<file path="src/rtl/siso_shift_arbiter_if.sv">
// Handshake and serial-stream bundle between two word requesters and the shift-chain arbiter.
interface siso_shift_arbiter_if #(
    parameter int unsigned WIDTH = 8
);
    logic             req0;
    logic             req1;
    logic [WIDTH-1:0] data0;
    logic [WIDTH-1:0] data1;
    logic             gnt0;
    logic             gnt1;
    logic             sout;
    logic             sen;
    logic             owner;
    logic             busy;
    logic             done;

    modport master (
        output req0, req1, data0, data1,
        input  gnt0, gnt1, sout, sen, owner, busy, done
    );

    modport slave (
        input  req0, req1, data0, data1,
        output gnt0, gnt1, sout, sen, owner, busy, done
    );
endinterface

</file>
<file path="src/rtl/siso_shift_arbiter.sv">
// Round-robin arbiter that serialises one granted word LSB-first into a SISO chain,
// then idles DEPTH cycles so the frame drains before the next grant.
module siso_shift_arbiter #(
    parameter int unsigned WIDTH = 8,
    parameter int unsigned DEPTH = 4
) (
    input logic                 i_clk,
    input logic                 i_rst_n,
    siso_shift_arbiter_if.slave io_bus
);
    localparam int unsigned MAXWD = (WIDTH > DEPTH) ? WIDTH : DEPTH;
    localparam int unsigned CW    = $clog2(MAXWD + 1);
    localparam logic [CW-1:0] CNT_W = CW'(WIDTH);
    localparam logic [CW-1:0] CNT_D = CW'(DEPTH);
    localparam logic [CW-1:0] CNT_1 = CW'(1);

    typedef enum logic [1:0] {StIdle, StShift, StFlush} state_t;

    state_t           r_state, w_state;
    logic [CW-1:0]    r_cnt, w_cnt;
    logic [WIDTH-1:0] r_shadow, w_shadow;
    logic             r_ptr, w_ptr;
    logic             r_gnt0, w_gnt0;
    logic             r_gnt1, w_gnt1;
    logic             r_sout, w_sout;
    logic             r_sen, w_sen;
    logic             r_owner, w_owner;
    logic             r_busy, w_busy;
    logic             r_done, w_done;
    logic             w_pick1;

    always_ff @(posedge i_clk or negedge i_rst_n) begin
        if (!i_rst_n) begin
            r_state  <= StIdle;
            r_cnt    <= '0;
            r_shadow <= '0;
            r_ptr    <= 1'b1;
            r_gnt0   <= 1'b0;
            r_gnt1   <= 1'b0;
            r_sout   <= 1'b0;
            r_sen    <= 1'b0;
            r_owner  <= 1'b0;
            r_busy   <= 1'b0;
            r_done   <= 1'b0;
        end else begin
            r_state  <= w_state;
            r_cnt    <= w_cnt;
            r_shadow <= w_shadow;
            r_ptr    <= w_ptr;
            r_gnt0   <= w_gnt0;
            r_gnt1   <= w_gnt1;
            r_sout   <= w_sout;
            r_sen    <= w_sen;
            r_owner  <= w_owner;
            r_busy   <= w_busy;
            r_done   <= w_done;
        end
    end

    always_comb begin
        w_state  = r_state;
        w_cnt    = r_cnt;
        w_shadow = r_shadow;
        w_ptr    = r_ptr;
        w_gnt0   = 1'b0;
        w_gnt1   = 1'b0;
        w_sout   = 1'b0;
        w_sen    = 1'b0;
        w_owner  = r_owner;
        w_busy   = r_busy;
        w_done   = 1'b0;
        // Requester 1 wins when alone, or on a tie when requester 0 was served last.
        w_pick1  = io_bus.req1 & (~io_bus.req0 | ~r_ptr);

        unique case (r_state)
            StIdle: begin
                if (io_bus.req0 || io_bus.req1) begin
                    // Bit 0 goes out now; the shadow keeps the rest pre-shifted.
                    w_shadow = w_pick1 ? (io_bus.data1 >> 1) : (io_bus.data0 >> 1);
                    w_sout   = w_pick1 ? io_bus.data1[0] : io_bus.data0[0];
                    w_gnt0   = ~w_pick1;
                    w_gnt1   = w_pick1;
                    w_owner  = w_pick1;
                    w_ptr    = w_pick1;
                    w_sen    = 1'b1;
                    w_busy   = 1'b1;
                    w_cnt    = CNT_1;
                    w_state  = StShift;
                end
            end
            StShift: begin
                if (r_cnt == CNT_W) begin
                    w_cnt   = CNT_1;
                    w_state = StFlush;
                end else begin
                    w_sout   = r_shadow[0];
                    w_shadow = r_shadow >> 1;
                    w_sen    = 1'b1;
                    w_cnt    = r_cnt + CNT_1;
                end
            end
            StFlush: begin
                if (r_cnt == CNT_D) begin
                    w_done  = 1'b1;
                    w_busy  = 1'b0;
                    w_cnt   = '0;
                    w_state = StIdle;
                end else begin
                    w_cnt = r_cnt + CNT_1;
                end
            end
            default: w_state = StIdle;
        endcase
    end

    assign io_bus.gnt0  = r_gnt0;
    assign io_bus.gnt1  = r_gnt1;
    assign io_bus.sout  = r_sout;
    assign io_bus.sen   = r_sen;
    assign io_bus.owner = r_owner;
    assign io_bus.busy  = r_busy;
    assign io_bus.done  = r_done;
endmodule

</file>
<file path="src/flat_wrapper.sv">
// flat-port wrapper written by rule: the top's interface ports become plain ports
module siso_shift_arbiter_flat 
#(
    parameter int unsigned WIDTH = 8,
    parameter int unsigned DEPTH = 4
)
  (i_clk, i_rst_n, io_bus_req0, io_bus_req1, io_bus_data0, io_bus_data1, io_bus_gnt0, io_bus_gnt1, io_bus_sout, io_bus_sen, io_bus_owner, io_bus_busy, io_bus_done);
  siso_shift_arbiter_if #(.WIDTH(WIDTH)) io_bus_i ();
  input logic i_clk;
  input logic i_rst_n;
  input wire logic [$bits(io_bus_i.req0)-1:0] io_bus_req0;
  input wire logic [$bits(io_bus_i.req1)-1:0] io_bus_req1;
  input wire logic [$bits(io_bus_i.data0)-1:0] io_bus_data0;
  input wire logic [$bits(io_bus_i.data1)-1:0] io_bus_data1;
  output wire logic [$bits(io_bus_i.gnt0)-1:0] io_bus_gnt0;
  output wire logic [$bits(io_bus_i.gnt1)-1:0] io_bus_gnt1;
  output wire logic [$bits(io_bus_i.sout)-1:0] io_bus_sout;
  output wire logic [$bits(io_bus_i.sen)-1:0] io_bus_sen;
  output wire logic [$bits(io_bus_i.owner)-1:0] io_bus_owner;
  output wire logic [$bits(io_bus_i.busy)-1:0] io_bus_busy;
  output wire logic [$bits(io_bus_i.done)-1:0] io_bus_done;
  assign io_bus_i.req0 = io_bus_req0;
  assign io_bus_i.req1 = io_bus_req1;
  assign io_bus_i.data0 = io_bus_data0;
  assign io_bus_i.data1 = io_bus_data1;
  assign io_bus_gnt0 = io_bus_i.gnt0;
  assign io_bus_gnt1 = io_bus_i.gnt1;
  assign io_bus_sout = io_bus_i.sout;
  assign io_bus_sen = io_bus_i.sen;
  assign io_bus_owner = io_bus_i.owner;
  assign io_bus_busy = io_bus_i.busy;
  assign io_bus_done = io_bus_i.done;
  siso_shift_arbiter #(.WIDTH(WIDTH), .DEPTH(DEPTH)) u_core (.i_clk(i_clk), .i_rst_n(i_rst_n), .io_bus(io_bus_i));
endmodule
</file>
<file path="config.mk">
export PLATFORM = sky130hd
export DESIGN_NAME = siso_shift_arbiter_flat
export DESIGN_NICKNAME = d
export VERILOG_FILES = /design/src/rtl/siso_shift_arbiter_if.sv /design/src/rtl/siso_shift_arbiter.sv /design/src/flat_wrapper.sv
export SDC_FILE = /design/constraint.sdc
export NUM_CORES = 1
export LEC_CHECK = 0
export BUFFER_PORTS_ARGS = -buffer_cell sky130_fd_sc_hd__clkbuf_2
export CORE_MARGIN = 2
export CORE_UTILIZATION = 30
export DETAILED_ROUTE_END_ITERATION = 10
export GPL_ROUTABILITY_DRIVEN = 0
export GPL_TIMING_DRIVEN = 0
export HOLD_SLACK_MARGIN = 0.15
export PLACE_DENSITY = 0.54
export SLEW_MARGIN = 20
export SYNTH_ARGS = -nofsm -noshare
export SYNTH_HDL_FRONTEND = slang
export SYNTH_SLANG_ARGS = --single-unit
</file>
<file path="constraint.sdc">
create_clock -name i_clk -period 2.2 [get_ports i_clk]
set_clock_uncertainty 0.2 [all_clocks]
set_input_delay 0.44 -clock i_clk [delete_from_list [all_inputs] [get_ports i_clk]]
set_output_delay 0.44 -clock i_clk [all_outputs]
set_load 0.05 [all_outputs]
</file>
Word level (Yosys, flattened, before mapping)
Index checks and enable logic that the tools add are counted.
{ "classes": {"n_addsub": 1, "eq_ne": 8, "muxes": 28, "bitwise_logic": 5, "n_reduce_logical": 10} }
{ "op_table": {"columns": ["operator", "n"], "rows": [
  ["2-to-1 mux 8 bit", 2],
  ["one-hot mux 8 bit (2 select lines)", 1],
  ["2-to-1 mux 1 bit", 13],
  ["2-to-1 mux 4 bit", 3],
  ["one-hot mux 4 bit (3 select lines)", 1],
  ["AND reduction 3 bit", 3],
  ["2-to-1 mux 7 bit", 1],
  ["2-to-1 mux 2 bit", 3],
  ["inequality test 2 x 1 -> 1 bit, second input constant", 3],
  ["one-hot mux 1 bit (2 select lines)", 3],
  ["one-hot mux 2 bit (3 select lines)", 1],
  ["adder 4 x 1 -> 4 bit, second input constant", 1],
  ["equality test 4 x 3 -> 1 bit, second input constant", 1],
  ["equality test 4 bit, second input constant", 1],
  ["AND reduction 2 bit", 2],
  ["nonzero test 2 bit", 2],
  ["inverter 1 bit", 3],
  ["nonzero test 3 bit", 1],
  ["equality test 2 x 1 -> 1 bit, second input constant", 1],
  ["equality test 2 bit, second input constant", 1],
  ["logical NOT 2 bit", 1],
  ["inequality test 2 bit, second input constant", 1],
  ["bitwise AND 1 bit", 1],
  ["logical OR 1 bit", 1],
  ["bitwise OR 1 bit", 1]
]} }
{ "totals": {"regBits": 22, "in_bits": 20, "output_inout_bits": 7} }

Logic depth before layout (Yosys ltp)
Gate-level depths: netlist (run 1).
{ "depth": {"word_depth": 6, "mapped_depth": 7, "depth_no_buf": 6} }

Least setup slack after synthesis (run 1)
No wires, ideal clock.
{ "synth_timing": {"path_kind": "reg2reg", "start": "register u_core.r_state[1]", "end": "register u_core.r_shadow[5]", "arrival_time_ns": 1.388, "t_required_ns": 1.878, "setup_slack_ns": 0.490, "stages_incl_launch_ff": 7, "path_buffers": 0, "cell_sequence": "dfrtp_1 > inv_1 > ha_1 > clkinv_1 > nand2_1 > o21ai_0 > a32o_1"} }
{ "synth_between": {"elab_chain_len": 3, "elab_cells_between_ends": 7, "cone_classes": "eq/ne (3); mux (1); reduce/logical (3)"} }
{ "synth_lines": {"columns": ["element", "line", "text"], "rows": [
  ["start, declared", "siso_shift_arbiter.sv:19", "state_t r_state, w_state;"],
  ["start signal, assigned", "siso_shift_arbiter.sv:34", "r_state <= StIdle;"],
  ["start signal, assigned", "siso_shift_arbiter.sv:46", "r_state <= w_state;"],
  ["equality test 2 x 1 -> 1 bit or logical NOT 2 bit (tied branches)", "siso_shift_arbiter.sv:75", "unique case (r_state)"],
  ["inequality test 2 bit (no source line) (tied with other cells)", null, null],
  ["AND reduction 3 bit (no source line)", null, null],
  ["end signal, assigned", "siso_shift_arbiter.sv:48", "r_shadow <= w_shadow;"],
  ["end, declared", "siso_shift_arbiter.sv:21", "logic [WIDTH-1:0] r_shadow, w_shadow;"]
]} }
Several ways; a longest one is shown, not always the timed one.
A chain may end at the register's enable or synchronous reset.

Worst setup path after layout (run 1)
Ends and elaborated chain as after synthesis.

==> results of run 1 <==
==> worst max-delay path by stage <==
stage                              end              start
finish              u_core.r_shadow[5]  u_core.r_state[1]
global route        u_core.r_shadow[5]  u_core.r_state[1]
CTS                 u_core.r_shadow[5]  u_core.r_state[1]
detailed placement  u_core.r_shadow[5]  u_core.r_state[1]
global placement    u_core.r_shadow[5]  u_core.r_state[1]
floorplan           u_core.r_shadow[5]  u_core.r_state[1]
==> metal layers <==
| metal | vias to the layer above | track usage | share of wire |
|---|---|---|---|
| met4 | 0 | 0.0689 | 0.018 |
| li1 | 503 | - | - |
| met2 | 21 | 0.203 | 0.46 |
| met1 | 464 | 0.169 | 0.48 |
| met5 | - | 0 | 0 |
| met3 | 4 | 0.0250 | 0.049 |
==> state kept, by name, indices dropped and copies added (netlist names) <==
| signal | flops |
|---|---|
| u_core.io_bus.done | 1 |
| u_core.io_bus.gnt1 | 1 |
| u_core.r_cnt | 4 |
| u_core.r_state | 2 |
| u_core.io_bus.busy | 1 |
| u_core.io_bus.gnt0 | 1 |
| u_core.io_bus.sen | 1 |
| u_core.io_bus.owner | 1 |
| u_core.io_bus.sout | 1 |
| u_core.r_shadow | 7 |
| u_core.r_ptr | 1 |
==> per-stage QoR <==
stage / instance area (um2) / worst slack [ns] / std cells / total power (uW)
5_1_grt: 1460 / 0.0725 / 205 / 1980
2_1_floorplan: 1210 / 0.490 / 124 / 1360
3_5_place_dp: 1400 / 0.207 / 200 / 1590
4_1_cts: 1460 / 0.194 / 205 / 1860
6_report: 1460 / 0.229 / 205 / 1830
3_3_place_gp: 1400 / 0.229 / 200 / 1550
==> layout by cell type, fill, tap and decap left out, types with 2 or more instances in the layout <==
cell type	count
nor2_1	6
clkbuf_8	3
a32o_1	6
nand3b_1	2
dfrtp_1	20
clkbuf_2	26
inv_1	10
o21ai_0	2
ha_1	5
o21ai_1	4
a21oi_1	7
mux2i_1	7
nand3_1	3
a22oi_1	2
a21boi_2	2
nand2_1	25
a31oi_1	2
==> power by group <==
part	leakage, uW	switching (uW)	internal [uW]
combinational	0.000414	580	362
clock	0.0000255	133	126
sequential	0.000261	91.5	533
total	0.000700	805	1020
==> worst min-delay path: stages <==
cell and delay, ns:
clkbuf_2 0.08, a22oi_1 0.06, o21ai_1 0.11
==> cell families (layout without fill, tap and decap cells) <==
logic type	count (synthesis)	count (layout)	share of synthesized area
flip-flops	21	21	0.435
buffers and inverters	14	45	0.0558
AND/OR/NAND/NOR	42	42	0.164
multiplexers	7	7	0.0579
AO/OA/AOI/OAI	35	35	0.236
adder cells (fa/ha/maj)	5	5	0.0517
==> layout make-up <==
type                       count  area [um2]  share of cell area
clock inverter                 1        5.00             0.00343
clock buffer                   3        41.3              0.0283
buffer                         3        26.3              0.0180
tap                           50        62.6              0.0428
inverter                      11        41.3              0.0283
timing repair buffer          27         140              0.0960
multi-input combinational     89         617               0.422
sequential                    21         527               0.361
==> summary.md, run 1 <==
| Metric | Value |
|---|---|
| Crit end category | register |
| Die H | 67.5 um |
| Cell variety after synth | 36 |
| Layout cells sized above 1 | 0.277 |
| CP max stage delay | 0.39 ns |
| Slew @ Worst Pin | 0.600 ns |
| Clock sinks | 21 |
| Power per cell area | 1250 mW/mm2 |
| CP Depth | 6 |
| Residual DRC | 0 |
| Post-CTS setup buffer count | 0 |
| Slew Viols, Final | 0 |
| CTS root buf | clkbuf_8 |
| Initial Utilization | 0.307 |
| P_leak | 0.000700 uW |
| Vias in the first global route | 942 |
| Req. time, crit path | 2.16 ns |
| Min-Delay Path Depth | 3 |
| Cts repair resizes | 0 |
| Synth area leaders | dfrtp_1 (41%), nand2_1 (7.7%), mux2i_1 (5.8%), ha_1 (5.2%), a32o_1 (5.0%) |
| WP buf/inv | 2 |
| Fin crit share | 0.896 |
| Crit path arrival time | 1.93 ns |
| Drt via density | 4.84 |
| H-tree Lvls | 1 |
| FF-to-FF End | u_core.r_shadow[5] |
| Clock buffer depth | 2 |
| Tmin final | 1.97 ns |
| PortBufs | 26 |
| Post-synthesis sequential area ratio | 0.435 |
| Crit Path Class | reg -> reg |
| Nets | 181 |
| FMAX | 507 MHz |
| Avg Inst Size Synth | 9.77 um2 |
| 1st-iter DRT viols | 72 |
| Final Routed Wirelength | 2.55 mm |
| Layout area overhead | 20.6% |
| WL/cell | 12.4 um |
| Post-synthesis register bit count | 21 |
| CP Launch Type | register |
| Setup TNS Final | 0 ns |
| TritonCTS buffer count | 3 |
| DR pass1 iterations | 4 |
| Syn Nets | 149 |
| Status | finished clean |
| Hold WC Path Type | in -> reg |
| GR Util All Layers | 0.130 |
| Fill count | 410 |
| Worst slew margin | 0.598 |
| Critical path fanouts, max | 10 |
| Final core utilization | 0.370 |
| Most common library cells after synthesis | nand2_1 (25), dfrtp_1 (20), inv_1 (10) |
| Mapped cell area | 0.00121 mm2 |
| Worst Hold Slack | 0.259 ns |
| # setup viols final | 0 |
| Worst r2r src | u_core.r_state[1] |
| Share of synthesized registers carrying an async set or reset | 1.00 |
| Cell accounting for the most synthesized area | dfrtp_1 |
| Max cap viols | 0 |
| Most numerous cell in the Yosys netlist | nand2_1 |
| CTS tree | yes |
| Die area | 0.00456 mm2 |
| First-pass GRT wire length | 4.38 mm |
| Cell count after synthesis | 124 |
| Worst reg-to-reg setup slack | 0.23 ns |
| Worst Hold Launch | io_bus_data1[0] |
| Antenna violations before repair | 0 |
| Clock Latency Late Sink | 0.26 ns |
| Worst vdd ir | 0.000320 V |
| I/O pin total | 27 |
| DP Wirelength | 1.97 mm |
| Row count | 23 |
| CTS clk-pin slew, worst paths | 0.08 ns |
| Final Hold Fails | 0 |
| Synth top area share | 0.413 |
| Crit path cell chain | inv_1 -> ha_1 -> clkinv_1 -> nand2_1 -> o21ai_0 -> a32o_1 |
| CP max stage cell | dfrtp_1 |
| Core area | 0.00394 mm2 |
| Post-CTS Hold Buffers | 1 |
| Pin count of the biggest net entering global routing | 22 |
| RSZ-0062 raised after global routing | no |
| Delay-heaviest family, CP | flip-flops |
| Post-DRT Antenna Nets | 0 |
| Overflow after GRT | 0 |
| Antenna diodes | 0 |
| Synthesis Warnings | 0 |
| Via count | 992 |
| Ys flop type | dfrtp_1 |
| Die Wd | 67.5 um |
| Hold path endpoint | u_core.io_bus.sout |
| Path depth of the worst reg2reg path | 6 |
| EDFF count, synth | 0 |
No activity file was read; power rests on OpenSTA's default activity.
==> inputs of run 2 (changes only) <==
--- a/config.mk
+++ b/config.mk
@@ -5,6 +5,7 @@
 export SDC_FILE = /design/constraint.sdc
 export NUM_CORES = 1
 export LEC_CHECK = 0
+export ABC_AREA = 1
 export BUFFER_PORTS_ARGS = -buffer_cell sky130_fd_sc_hd__clkbuf_2
 export CORE_MARGIN = 2
 export CORE_UTILIZATION = 30
==> run 2 against run 1 <==
Net effect:
- global-route usage up 0.075 points
- non-clock buffer count down 1
- synthesized cell count up 21%
- core utilization up 1.4 points
- count of clock-buffer cells in the layout up 1
==> summary.md, run 2 <==
| Metric | Value |
|---|---|
| Status | finished clean |
| Clock sinks | 21 |
| DP Wirelength | 2.10 mm |
| Tmin final | 1.67 ns |
| Most numerous cell in the Yosys netlist | nand2_1 |
| Final Hold Fails | 0 |
| Power share of the combinational group | 0.536 |
| PortBufs | 25 |
| Via count | 1,046 |
| Commonest non-fill, non-tap cell in the layout | nand2_1 |
| Crit end category | register |
| EDFF count, synth | 0 |
| Sequential share of power | 0.330 |
| WL/cell | 11.5 um |
| Final Routed Wirelength | 2.62 mm |
| FF-to-FF End | u_core.io_bus.sout |
| Core area | 0.00374 mm2 |
| Synth area leaders | dfrtp_1 (42%), nand2_1 (13%), nand3_1 (11%), inv_1 (5.3%), ha_1 (5.2%) |
| Residual DRC | 0 |
| Worst path most repeated cell | inv_1 |
| CP Launch Type | register |
| Nets | 206 |
| CP max stage delay | 0.40 ns |
| # setup viols final | 0 |
| Max cap viols | 0 |
| Layout cells sized above 1 | 0.244 |
| CTS tree | yes |
| Fill count | 425 |
| Post-synthesis register bit count | 21 |
| Die area | 0.00451 mm2 |
| Layout area overhead | 20.1% |
| Hold path endpoint | u_core.r_shadow[5] |
| Req. time, crit path | 2.17 ns |
| Avg Inst Size Synth | 7.98 um2 |
| Initial Utilization | 0.320 |
| I/O pin total | 27 |
| Crit path arrival time | 1.65 ns |
| Antenna violations before repair | 0 |
| Row count | 22 |
| Pin count of the biggest net entering global routing | 22 |
| Post-synthesis sequential area ratio | 0.440 |
| H-tree Lvls | 1 |
| Die H | 67.2 um |
| DR pass1 iterations | 4 |
| Share of synthesized registers carrying an async set or reset | 1.00 |
| Commonest cells after routing, fill and taps aside | nand2_1 (42), nand3_1 (27), clkbuf_2 (25) |
| Cell variety after synth | 21 |
| Worst slew margin | 0.643 |
| Worst Hold Launch | u_core.r_shadow[5] |
| Post-DRT Antenna Nets | 0 |
| Slew Viols, Final | 0 |
| Clock Latency Late Sink | 0.26 ns |
| Final instance area | 0.00144 mm2 |
| Die Wd | 67.2 um |
| Clk pwr share | 0.134 |
| First-pass GRT wire length | 4.46 mm |
| RSZ-0062 raised after global routing | no |
| FMAX | 598 MHz |
| Crit path cell chain | inv_1 -> ha_1 -> inv_1 -> nor2_1 -> o21ai_1 -> o21ai_0 |
| CTS root buf | clkbuf_8 |
| Cell count after synthesis | 150 |
| Cts repair resizes | 0 |
| Synthesis Warnings | 0 |
| Internal power | 1020 uW |
| TritonCTS buffer count | 3 |
| Syn Nets | 175 |
| Antenna diodes | 0 |
| Placed cell areas | 0.00138 mm2 |
| Drt via density | 4.59 |
| Slew @ Worst Pin | 0.536 ns |
| Crit Path Class | reg -> reg |
| Hold WC Path Type | reg -> reg |
| Power per cell area | 1340 mW/mm2 |
| 1st-iter DRT viols | 23 |
| CP max stage cell | dfrtp_1 |
| Largest Register | u_core.r_shadow |
| Cell accounting for the most synthesized area | dfrtp_1 |
| P_leak | 0.000772 uW |
| Fin crit share | 0.760 |
| Worst vdd ir | 0.00114 V |
| Synth top area share | 0.418 |
| Overflow after GRT | 0 |
| Ys flop type | dfrtp_1 |
| Largest registers | u_core.r_shadow x7, u_core.r_cnt x4, u_core.r_state x2 |
| Clock buffer depth | 2 |
| Switching part of the total | 0.468 |
| Vias in the first global route | 988 |
| CTS clk-pin slew, worst paths | 0.08 ns |
| Worst reg-to-reg setup slack | 0.53 ns |
| Critical path fanouts, max | 4 |
| Most common library cells after synthesis | nand2_1 (42), nand3_1 (27), dfrtp_1 (20) |
| Min-Delay Path Depth | 2 |
| Largest register FFs | 7 |
| Worst r2r src | u_core.r_state[1] |
| Path depth of the worst reg2reg path | 6 |
| Mapped cell area | 0.00120 mm2 |
| GR Util All Layers | 0.131 |
| Sw power | 901 uW |
| Setup TNS Final | 0 ns |
run 2: kinds of logic after synthesis:
logic type,after synthesis,synth area share
xor gates and xnor gates,1,0.00732
AOI/OAI and AO/OA,13,0.0554
and+or+nand+nor,89,0.360
buffers and inverters,21,0.0846
DFF,21,0.440
adders and majority gates,5,0.0522
run 2: repair_timing:
| item | in CTS | in global routing |
|---|---|---|
| setup buffers | 0 | 0 |
| hold buffers | 1 | 0 |
| endpoints found under the hold margin | 20 | 0 |
run 2: power by group through the flow:
stage          clock network, uW  registers (uW)  logic, uW
2_1_floorplan                  0             768        670
3_3_place_gp                   0             636       1030
3_5_place_dp                   0             642       1040
4_1_cts                      263             637       1050
5_1_grt                      271             652       1180
6_report                     258             636       1030
run 2: critical path, delay by kind of cell, from the launching register on:
family | cells | cell delay (ns)
flops | 1 | 0.40
fa+ha+maj | 1 | 0.25
buf+inv | 2 | 0.21
compound gates | 2 | 0.28
simple gates | 1 | 0.24
run 2: cell type report:
| cell class | count | area [um2] | area share |
|---|---|---|---|
| buffer | 3 | 33.8 | 0.0235 |
| clock buffer | 4 | 45.0 | 0.0313 |
| inverter | 18 | 67.6 | 0.0470 |
| multi-input combinational | 108 | 569 | 0.396 |
| sequential | 21 | 527 | 0.366 |
| tap | 48 | 60.1 | 0.0418 |
| timing repair buffer | 26 | 135 | 0.0940 |
run 2: how the worst max path moves through the flow:
stage,start,end,slack [ns],cells past startpoint
floorplan,u_core.r_state[1],u_core.r_shadow[4],0.71,7
global placement,u_core.r_state[0],u_core.io_bus.sout,0.55,6
detailed placement,u_core.r_state[0],u_core.io_bus.sout,0.51,6
CTS,u_core.r_state[1],u_core.io_bus.sout,0.49,6
global route,u_core.r_state[0],u_core.io_bus.sout,0.32,6
finish,u_core.r_state[1],u_core.io_bus.sout,0.53,6
run 2: through the flow:
stage               power [uW]  hold WS (ns)  std cells  setup slack, ns  utilization
floorplan                 1440       -0.0556        150            0.714            -
global placement          1670         0.243        223            0.548        0.369
detailed placement        1690         0.258        223            0.514        0.369
CTS                       1950         0.278        228            0.493        0.384
global route              2100         0.291        228            0.319        0.384
finish                    1930         0.278        228            0.528        0.384
run 2: metal layers:
layer | track usage | part of all wire | vias to the layer above
li1 | - | - | 537
met1 | 0.167 | 0.44 | 488
met2 | 0.219 | 0.50 | 19
met3 | 0.0367 | 0.047 | 2
met4 | 0.0332 | 0.0084 | 0
met5 | 0 | 0 | -
==> inputs of run 3 (changes only) <==
==> constraint.sdc (replaced) <==
create_clock -name i_clk -period 1.6 [get_ports i_clk]
set_clock_uncertainty 0.2 [all_clocks]
set_input_delay 0.32 -clock i_clk [delete_from_list [all_inputs] [get_ports i_clk]]
set_output_delay 0.32 -clock i_clk [all_outputs]
set_load 0.05 [all_outputs]
==> run 3 against run 2 <==
Net effect:
- fmax increased by 9.2%
- first-iteration DRC count increased by 39%
- register-to-register slack got worse by 0.46 ns
==> summary.md, run 3 (same netlist as run 2, synthesis figures left out) <==
| Metric | Value |
|---|---|
| Status | finished clean |
| Worst r2r src | u_core.r_state[1] |
| RSZ-0062 raised after global routing | yes |
| DP Wirelength | 2.10 mm |
| Internal power | 1590 uW |
| Crit Path Class | reg -> reg |
| Fill count | 423 |
| Pin count of the biggest net entering global routing | 22 |
| Crit path arrival time | 1.48 ns |
| Die Wd | 67.2 um |
| WP buf/inv | 3 |
| CTS clk-pin slew, worst paths | 0.07 ns |
| Nets | 212 |
| Core area | 0.00374 mm2 |
| Fin crit share | 0.957 |
| WL/cell | 12.3 um |
| Post-DRT Antenna Nets | 0 |
| Final Routed Wirelength | 2.88 mm |
| Worst Hold Launch | io_bus_data1[7] |
| Clock buffer depth | 2 |
| Power share of the combinational group | 0.580 |
| 1st-iter DRT viols | 32 |
| Die area | 0.00451 mm2 |
| Final core utilization | 0.416 |
| Layout area overhead | 30.0% |
| CP max stage cell | dfrtp_1 |
| Largest registers | u_core.r_shadow x7, u_core.r_cnt x4, u_core.r_state x2 |
| Via count | 1,087 |
| Hold WC Path Type | in -> reg |
| Crit end category | register |
| Slew Viols, Final | 0 |
| Crit path cell chain | inv_2 -> ha_4 -> inv_4 -> buf_6 -> or2_1 -> nand3_2 -> nand2_1 |
| CP Launch Type | register |
| Residual DRC | 0 |
| Overflow after GRT | 0 |
| Row count | 22 |
| Antenna diodes | 0 |
| CP Depth | 7 |
| Worst Setup Slack, final | 0.0688 ns |
| Dpl ws | -0.0862 ns |
| Power per cell area | 1900 mW/mm2 |
| TritonCTS buffer count | 3 |
| Clock Latency Late Sink | 0.26 ns |
| Sequential share of power | 0.300 |
| Total power | 2950 uW |
| Worst vdd ir | 0.00156 V |
| Largest register FFs | 7 |
| Area of the multi-input gates | 639 um2 |
| Max cap viols | 0 |
| Launch point of the worst path | u_core.r_state[1] |
| CP max stage delay | 0.41 ns |
| Final Hold Fails | 0 |
| Clk pwr share | 0.120 |
| First-pass GRT wire length | 4.66 mm |
| Sw power | 1360 uW |
| Delay-heaviest family, CP | flip-flops |
| Critical path fanouts, max | 7 |
| Setup crit end | u_core.r_shadow[5] |
| Worst slew margin | 0.635 |
| DR pass1 iterations | 4 |
| Worst reg-to-reg setup slack | 0.07 ns |
| Clock sinks | 21 |
| Antenna violations before repair | 0 |
| H-tree Lvls | 1 |
| I/O pin total | 27 |
| Commonest non-fill, non-tap cell in the layout | nand2_1 |
| CTS tree | yes |
| CTS root buf | clkbuf_8 |
| Tmin final | 1.53 ns |
| PortBufs | 25 |
| Drt via density | 4.65 |
| Layout cells sized above 1 | 0.360 |
| Die H | 67.2 um |
| Req. time, crit path | 1.55 ns |
| P_leak | 0.000806 uW |
| # setup viols final | 0 |
| Initial Utilization | 0.320 |
| Switching part of the total | 0.462 |
| Vias in the first global route | 1,023 |
| Commonest cells after routing, fill and taps aside | nand2_1 (40), clkbuf_2 (25), nand3_1 (22) |
| FF-to-FF End | u_core.r_shadow[5] |
| FMAX | 653 MHz |
| Register Area | 528 um2 |
| Slew @ Worst Pin | 0.548 ns |
| Largest Register | u_core.r_shadow |
| GR Util All Layers | 0.137 |
| Path depth of the worst reg2reg path | 7 |
-- run 3: cell types whose count changed in the layout (fill, tap and decap cells not counted), moves of 2 or more --
cell	previous run	this run
nand2_1	42	40
ha_4	0	3
inv_1	17	12
nand2_2	1	3
nand3_2	1	6
nand3_1	27	22
ha_1	5	2
buf_4	0	6
inv_2	1	5
-- run 3: routing by layer --
layer / vias up / track usage / routed length (um)
met2: 30 / 0.234 / 1500
met1: 503 / 0.171 / 1200
met4: 0 / 0.0383 / 22
met3: 2 / 0.0367 / 158
met5: - / 0 / 0
li1: 552 / - / -
-- run 3: worst register-to-register path: stages (launching register included) --
cell and delay (ns):
dfrtp_1 0.41, inv_2 0.11, ha_4 0.17, inv_4 0.05, buf_6 0.13, or2_1 0.23
nand3_2 0.07, nand2_1 0.05
-- run 3: what timing repair did --
action	CTS	global route
endpoints found under the setup margin	10	13
hold endpoints to repair	20	0
resized for setup	10	13
buffers inserted	1	5
hold buffers	1	0
pin swaps	0	6
-- run 3: metrics by stage --
step / TNS [ns] / hold slack [ns] / instance area, um2 / std cells
floorplan: 0 / -0.176 / 1200 / 150
global placement: -0.0859 / 0.123 / 1380 / 223
detailed placement: -0.365 / 0.144 / 1380 / 223
CTS: 0 / 0.166 / 1480 / 229
global route: -0.0442 / 0.171 / 1560 / 234
finish: 0 / 0.163 / 1560 / 234
-- run 3: worst min path at each step --
stage                    endpoint  slack, ns  cells after the start
2_1_floorplan  u_core.io_bus.busy      -0.18                      0
3_3_place_gp    u_core.io_bus.sen       0.12                      1
3_5_place_dp    u_core.io_bus.sen       0.14                      1
4_1_cts        u_core.r_shadow[6]       0.17                      3
5_1_grt        u_core.r_shadow[6]       0.17                      3
6_report       u_core.r_shadow[6]       0.16                      3
-- run 3: cell type report --
cell class | count | area share
inverters | 18 | 0.0450
flip-flops and latches | 21 | 0.339
clock buffers | 4 | 0.0289
repair buffers | 32 | 0.116
multi-input cells | 108 | 0.411
well taps | 48 | 0.0386
plain buffers | 3 | 0.0217
-- run 3: power by group through the flow --
stage	clock [uW]	combinational, uW	sequential, uW
6_report	354	1710	885
4_1_cts	361	1550	878
2_1_floorplan	0	921	1060
3_3_place_gp	0	1420	875
5_1_grt	372	1930	907
3_5_place_dp	0	1430	883
